File: src/rtl/net_lane_deserializer.sv
// net_lane_deserializer
// Multi-lane TSPIN packet receiver. Each serial lane first hunts for SYNCWORD.
// It then shifts in PAYLOAD_BITS of encoded payload, MSB-first. The lanes are
// aligned within a window of SKEW_MAX cycles. The concatenated payload is then
// held in an output register that drives a valid/ready handshake.
//
// Optional build macro: NET_RX_LANE_SEQ_CHECK_EN
//   When it is defined, bit 0 of each lane payload is a lane sequence tag.
//   A completed group whose tags disagree is discarded and reported on skew_err.
module net_lane_deserializer #(
   parameter int                   NUM_LANES    = 4,
   parameter int                   PAYLOAD_BITS = 217,
   parameter int                   SYNC_BITS    = 8,
   parameter logic [SYNC_BITS-1:0] SYNCWORD     = 8'hff,
   parameter int                   SKEW_MAX     = 16
) (
   input  logic                              clk,
   input  logic                              rst,
   input  logic [NUM_LANES-1:0]              serial_in,
   input  logic                              rx_enable,
   output logic [NUM_LANES*PAYLOAD_BITS-1:0] pkt_data,
   output logic                              pkt_valid,
   input  logic                              pkt_ready,
   output logic                              overrun,
   output logic                              skew_err
);

   localparam int                CNT_W      = $clog2(PAYLOAD_BITS + 1);
   localparam logic [CNT_W-1:0]  LAST_BIT   = CNT_W'(PAYLOAD_BITS - 1);
   localparam logic [7:0]        SKEW_LIMIT = 8'(SKEW_MAX);

   localparam logic [1:0] ST_HUNT = 2'd0;
   localparam logic [1:0] ST_RECV = 2'd1;
   localparam logic [1:0] ST_DONE = 2'd2;

   // Per-lane state
   logic [1:0]              state_q [NUM_LANES];
   logic [1:0]              state_d [NUM_LANES];
   logic [SYNC_BITS-1:0]    sync_q  [NUM_LANES];
   logic [SYNC_BITS-1:0]    sync_d  [NUM_LANES];
   logic [PAYLOAD_BITS-1:0] pay_q   [NUM_LANES];
   logic [PAYLOAD_BITS-1:0] pay_d   [NUM_LANES];
   logic [CNT_W-1:0]        cnt_q   [NUM_LANES];
   logic [CNT_W-1:0]        cnt_d   [NUM_LANES];

   // Group alignment and output state
   logic [7:0]                          skew_q, skew_d;
   logic [NUM_LANES*PAYLOAD_BITS-1:0]   data_q, data_d;
   logic                                valid_q, valid_d;
   logic                                overrun_q, overrun_d;
   logic                                skew_err_q, skew_err_d;

   // Group-level decisions
   logic                                all_done, any_enter;
   logic                                abort, complete, skew_fail, release_lanes;
   logic                                tag_ok, pkt_in, tag_err;
   logic [NUM_LANES*PAYLOAD_BITS-1:0]   new_pkt;
   logic [SYNC_BITS:0]                  sync_shift;

   // Summarise lane progress: are all lanes DONE, and is any lane finishing now?
   always_comb begin
      // NOTE: every signal written here gets a default first, so no path can leave one unassigned and infer a latch.
      all_done  = 1'b1;
      any_enter = 1'b0;
      new_pkt   = '0;
      for (int i = 0; i < NUM_LANES; i++) begin
         if (state_q[i] != ST_DONE) all_done = 1'b0;
         if (state_q[i] == ST_RECV && cnt_q[i] == LAST_BIT) any_enter = 1'b1;
         new_pkt[i*PAYLOAD_BITS +: PAYLOAD_BITS] = pay_q[i];
      end
   end

   // Compare lane sequence tags; with the check compiled out every group is accepted.
   always_comb begin
      tag_ok = 1'b1;
`ifdef NET_RX_LANE_SEQ_CHECK_EN
      for (int i = 1; i < NUM_LANES; i++) begin
         if (pay_q[i][0] != pay_q[0][0]) tag_ok = 1'b0;
      end
`else
      tag_ok = 1'b1;
`endif
   end

   // A disable aborts quietly. Completion and skew overflow both send the lane group back to HUNT.
   always_comb begin
      abort         = !rx_enable;
      complete      = rx_enable && all_done;
      skew_fail     = rx_enable && !all_done && (skew_q == SKEW_LIMIT);
      release_lanes = abort || complete || skew_fail;
      pkt_in        = complete && tag_ok;
      tag_err       = complete && !tag_ok;
   end

   // Per-lane HUNT/RECV/DONE next state. The syncword is not searched for while in RECV.
   always_comb begin
      sync_shift = '0;
      for (int i = 0; i < NUM_LANES; i++) begin
         state_d[i] = state_q[i];
         sync_d[i]  = sync_q[i];
         pay_d[i]   = pay_q[i];
         cnt_d[i]   = cnt_q[i];
         if (release_lanes) begin
            state_d[i] = ST_HUNT;
            sync_d[i]  = '0;
            cnt_d[i]   = '0;
            if (abort) pay_d[i] = '0;
         end else begin
            case (state_q[i])
               ST_HUNT: begin
                  sync_shift = {sync_q[i], serial_in[i]};
                  sync_d[i]  = sync_shift[SYNC_BITS-1:0];
                  if (sync_shift[SYNC_BITS-1:0] == SYNCWORD) begin
                     state_d[i] = ST_RECV;
                     cnt_d[i]   = '0;
                  end
               end
               ST_RECV: begin
                  pay_d[i] = {pay_q[i][PAYLOAD_BITS-2:0], serial_in[i]};
                  cnt_d[i] = cnt_q[i] + CNT_W'(1);
                  if (cnt_q[i] == LAST_BIT) state_d[i] = ST_DONE;
               end
               ST_DONE: ;
               default: state_d[i] = ST_HUNT;
            endcase
         end
      end
   end

   // Skew counter. It starts at 1 when the first lane finishes and runs while the group is only partly DONE.
   always_comb begin
      skew_d = skew_q;
      if (release_lanes)       skew_d = 8'd0;
      else if (skew_q != 8'd0) skew_d = skew_q + 8'd1;
      else if (any_enter)      skew_d = 8'd1;
   end

   // Output holding register. A completion while FULL is dropped unless the consumer takes the old packet on the same edge.
   always_comb begin
      data_d     = data_q;
      valid_d    = valid_q;
      overrun_d  = 1'b0;
      skew_err_d = skew_fail || tag_err;
      if (pkt_in) begin
         if (!valid_q || pkt_ready) begin
            data_d  = new_pkt;
            valid_d = 1'b1;
         end else begin
            overrun_d = 1'b1;
         end
      end else if (valid_q && pkt_ready) begin
         valid_d = 1'b0;
      end
   end

   // Lane registers
   always_ff @(posedge clk or posedge rst) begin
      if (rst) begin
         // NOTE: the lane arrays are reset too, because hunting depends on the sync registers starting from zero.
         for (int i = 0; i < NUM_LANES; i++) begin
            state_q[i] <= ST_HUNT;
            sync_q[i]  <= '0;
            pay_q[i]   <= '0;
            cnt_q[i]   <= '0;
         end
      end else begin
         // NOTE: all state uses non-blocking assignment, so every register updates from pre-edge values.
         for (int i = 0; i < NUM_LANES; i++) begin
            state_q[i] <= state_d[i];
            sync_q[i]  <= sync_d[i];
            pay_q[i]   <= pay_d[i];
            cnt_q[i]   <= cnt_d[i];
         end
      end
   end

   // Group alignment and output registers
   always_ff @(posedge clk or posedge rst) begin
      if (rst) begin
         skew_q     <= 8'd0;
         data_q     <= '0;
         valid_q    <= 1'b0;
         overrun_q  <= 1'b0;
         skew_err_q <= 1'b0;
      end else begin
         skew_q     <= skew_d;
         data_q     <= data_d;
         valid_q    <= valid_d;
         overrun_q  <= overrun_d;
         skew_err_q <= skew_err_d;
      end
   end

   assign pkt_data  = data_q;
   assign pkt_valid = valid_q;
   assign overrun   = overrun_q;
   assign skew_err  = skew_err_q;

endmodule

File: config.mk
export PLATFORM = sky130hd
export DESIGN_NAME = net_lane_deserializer
export DESIGN_NICKNAME = d
export VERILOG_FILES = /design/src/rtl/net_lane_deserializer.sv
export SDC_FILE = /design/constraint.sdc
export NUM_CORES = 2
export LEC_CHECK = 0
export BUFFER_PORTS_ARGS = -buffer_cell sky130_fd_sc_hd__buf_2
export CORE_MARGIN = 2
export CORE_UTILIZATION = 35
export CTS_CLUSTER_SIZE = 40
export DETAILED_ROUTE_END_ITERATION = 7
export PLACE_DENSITY = 0.52
export RECOVER_POWER = 100
export SLEW_MARGIN = 20
export SYNTH_ARGS = -nofsm -noshare
export SYNTH_HDL_FRONTEND = slang
export SYNTH_SLANG_ARGS = --single-unit
File: constraint.sdc
create_clock -name clk -period 99.7 [get_ports clk]
set_input_delay 4.985 -clock clk [delete_from_list [all_inputs] [get_ports clk]]
set_output_delay 4.985 -clock clk [all_outputs]
set_load 0.1 [all_outputs]
==> metrics.csv <==
metric;value;unit
path_delay_family;buffers and inverters;
synthCells;6250;
grt_pass1_wl;326800;microns
setup_slack;70.34;ns
ios;879;
synth-seq-cells;1815;
dr.pass1.iters;7;
cp-end-kind;async pin;
cts_tree;yes;
outcome;complete, but fails checks;
p_total;1.501;mW
yosys_warnings;0;
cts_resized;0;
via_count;52520;
async_reset_ff_share;100.0;%
grt_pass1_vias;51420;
synthMuxAreaShare;13.30;%
violations;max-capacitance violations, max-slew violations;
combPwrFrac;1.9;%
skew;0.04457;ns
dp_hpwl;124000;microns
gp_congestion;0.8010;
synth_area;73490;sq um
p_int;1.163;mW
slowest_delay;5.49;ns
synth_seq_area_share;61.80;%
track_usage;19.31;%
synth_compound_area_share;7.071;%
critPathArrivalTime;29.36;ns
ant_nets;0;
vias_per_cell;5.377;
fillerInstances;20450;
crit_required;99.70;ns
fin_crit_sh;29.45;%
clkPwrFrac;48.9;%
synth_xor_area_share;0.07151;%
final_core_util;40.29;%
worst-slew-pin-transition;10.07;ns
dp.cells;9406;
clkLatencyLatePin;0.83;ns
h-tree-depth;4;
rsz0062_at_grt;false;
p_sw_share;22.50;%
antenna_found_initial;4;
hold_path_class;reg -> reg;
max-vdd-ir-drop;0.01862;mV
share_seq_of_total_power;49.1;%
path_class;in -> async;
p_per_area;17.82;nW/um^2
synth_simple_gate_area_share;13.26;%
nets;6819;
final_cells;9767;
drive_above_1_share;17.83;%
dpl_worst_slack;87.92;ns
root_buffer;clkbuf_16;
synth_edf_count;0;
port_buffers;878;
finalSetupTns;0;ns
grt-ovfl-total;0;
synth_cell_types;54;
hold_violations;0;
postCtsSetupBuffers;0;
area_growth;14.66;%
postCtsHoldBufs;0;
max_cap_viol_count;48;
wirelength;212700;microns
cp.buffers_inverters;9;
netSwitchingPower;0.3378;mW
syn_nets;6268;
core;209200;sq um
die-height;462.2;microns
syn_area_per_cell;11.76;sq um
synthFlopType;dfrtp_1;
drtIter0Drc;4530;
synthAdderAreaFrac;0.1703;%
drt-wirelength-per-cell;21.77;microns
cts_made_buffers;197;
setup_viol;0;
crit_chain;buf_2 -> clkinvlp_2 -> clkbuf_1 -> clkbuf_1 -> clkbuf_1 -> clkbuf_1 -> clkbuf_1 -> clkbuf_1 -> clkbuf_1;
rows;168;
cp_common_cell;clkbuf_1;
die_x;462.2;microns
slew_viol_final;4208;
crit_path_max_fanout;144;
synth_top_family_by_area;multiplexers;
slew_headroom;-571.1;%
clock_sinks;1815;
start_util;35.14;%
timing.fmax;34.06;MHz
finalCriticalPeriod;29.36;ns
cts.reportedPaths.clkPinSlew;0.06;ns
clk_path_buf_depth;3;
worstSetupStartpointType;input port;
cp_slowest_cell;clkbuf_1;
die_area;213600;sq um
grt_max_degree;218;
route.detailed.drc;0;
leakagePower;37.80;nW
## cell usage in the layout (no fill, tap or decap), types with 10 or more instances in the layout
cell type | synthesis | layout
clkinv_2 | 0 | 45
nand2_1 | 923 | 924
clkbuf_1 | 324 | 953
nor2_1 | 18 | 18
inv_1 | 15 | 14
dfrtp_1 | 1815 | 1815
nand3_1 | 30 | 30
o21ai_0 | 906 | 915
clkbuf_16 | 0 | 199
nand4_1 | 872 | 872
or3_1 | 11 | 11
a21oi_1 | 52 | 52
a31oi_1 | 10 | 10
mux2_2 | 868 | 868
ha_1 | 10 | 10
clkbuf_8 | 0 | 46
buf_4 | 1 | 20
nor3_1 | 11 | 12
## through the flow
step | instance area, sq um | hold WS, ns
6_report | 84260 | 0.5010
5_1_grt | 84260 | 0.5093
2_1_floorplan | 73490 | 0.4811
3_5_place_dp | 79120 | 0.4867
4_1_cts | 85650 | 0.5004
3_3_place_gp | 79090 | 0.4828
## worst register-to-register path: stages (launching register included)
cell and delay, ns:
dfrtp_1 0.73, nand4bb_1 0.32, o41a_2 0.28, clkbuf_1 3.04, clkbuf_1 7.27, clkbuf_1 6.95, nand4_1 0.55, o21ai_0 0.30
## metal layers
metal	track usage (%)	vias up	share of wire, %
met4	6.576	0	3.1
met2	29.20	1375	46
met1	26.34	27260	43
li1	-	23590	-
met3	5.816	294	7.7
met5	0	-	0
## cell usage after synthesis (3+ instances only)
library cell	count	area, sq um
o21ai_0	906	4534
buf_1	103	386.6
a21oi_1	52	260.3
nand2b_1	9	56.30
or3_1	11	68.82
a211oi_1	4	30.03
and4_1	9	78.83
clkbuf_1	324	1216
xor2_1	4	35.03
nor4_1	3	18.77
nor2b_1	4	25.02
nand4_1	872	5455
and3_1	9	56.30
buf_2	67	335.3
and2_1	6	37.54
ha_1	10	125.1
mux2_2	868	9774
nor2_1	18	67.56
o22a_1	4	35.03
a31oi_1	10	62.56
o31ai_1	7	52.55
nand3_1	30	150.1
nor3_2	4	40.04
o21ai_1	10	50.05
nand2_1	923	3465
buf_6	104	1171
inv_1	15	56.30
nor3_1	11	55.05
dfrtp_1	1815	45420
## registers in the layout, summed over array words and instances (netlist names)
| name | flops |
|---|---|
| cnt_q | 32 |
| new_pkt | 868 |
| overrun | 1 |
| pkt_data | 868 |
| pkt_valid | 1 |
| skew_err | 1 |
| skew_q | 8 |
| state_q | 8 |
| sync_q | 28 |
## power by group through the flow
stage	Sequential, mW	Clock [mW]	Combinational, mW
detailed placement	0.751	0	0.0314
global route	0.737	0.787	0.0334
global placement	0.751	0	0.0310
finish	0.737	0.735	0.0292
floorplan	0.753	0	0.0206
CTS	0.737	0.757	0.0313
## logic make-up (layout without fill, tap and decap cells)
logic type	count (synthesis)	after routing
and+or+nand+nor	1927	1927
DFF	1815	1815
AOI/OAI and AO/OA	1010	1010
muxes	868	868
buffers and inverters	614	1323
adders and majority gates	10	10
xor gates and xnor gates	6	6
other	0	3
## area by class of cell
cell class | instances | area (sq um) | area share, %
inverter | 15 | 57.56 | 0.06831
sequential | 1815 | 45420 | 53.90
antenna | 3 | 7.507 | 0.008909
clock buffer | 282 | 5752 | 6.826
tap | 2805 | 3510 | 4.165
multi-input combinational | 3821 | 24940 | 29.60
timing repair buffer | 951 | 3797 | 4.507
clock inverter | 75 | 779.5 | 0.9251
## final timing paths
check,startpoint,to,slack (ns),depth (start not counted)
max reg2reg,state_q[2]$_DFFE_PP0P_,new_pkt[243]$_DFFE_PP0P_,80.08,7
max,rst,pkt_data[480]$_DFFE_PP0P_,70.34,9
max in group clk,rx_enable,new_pkt[243]$_DFFE_PP0P_,71.52,8
min,new_pkt[466]$_DFFE_PP0P_,pkt_data[466]$_DFFE_PP0P_,0.50,1
min in group asynchronous,rst,pkt_data[103]$_DFFE_PP0P_,6.00,2
min reg2reg,new_pkt[466]$_DFFE_PP0P_,pkt_data[466]$_DFFE_PP0P_,0.50,1
Note: power is estimated with default switching activity, not from simulation.
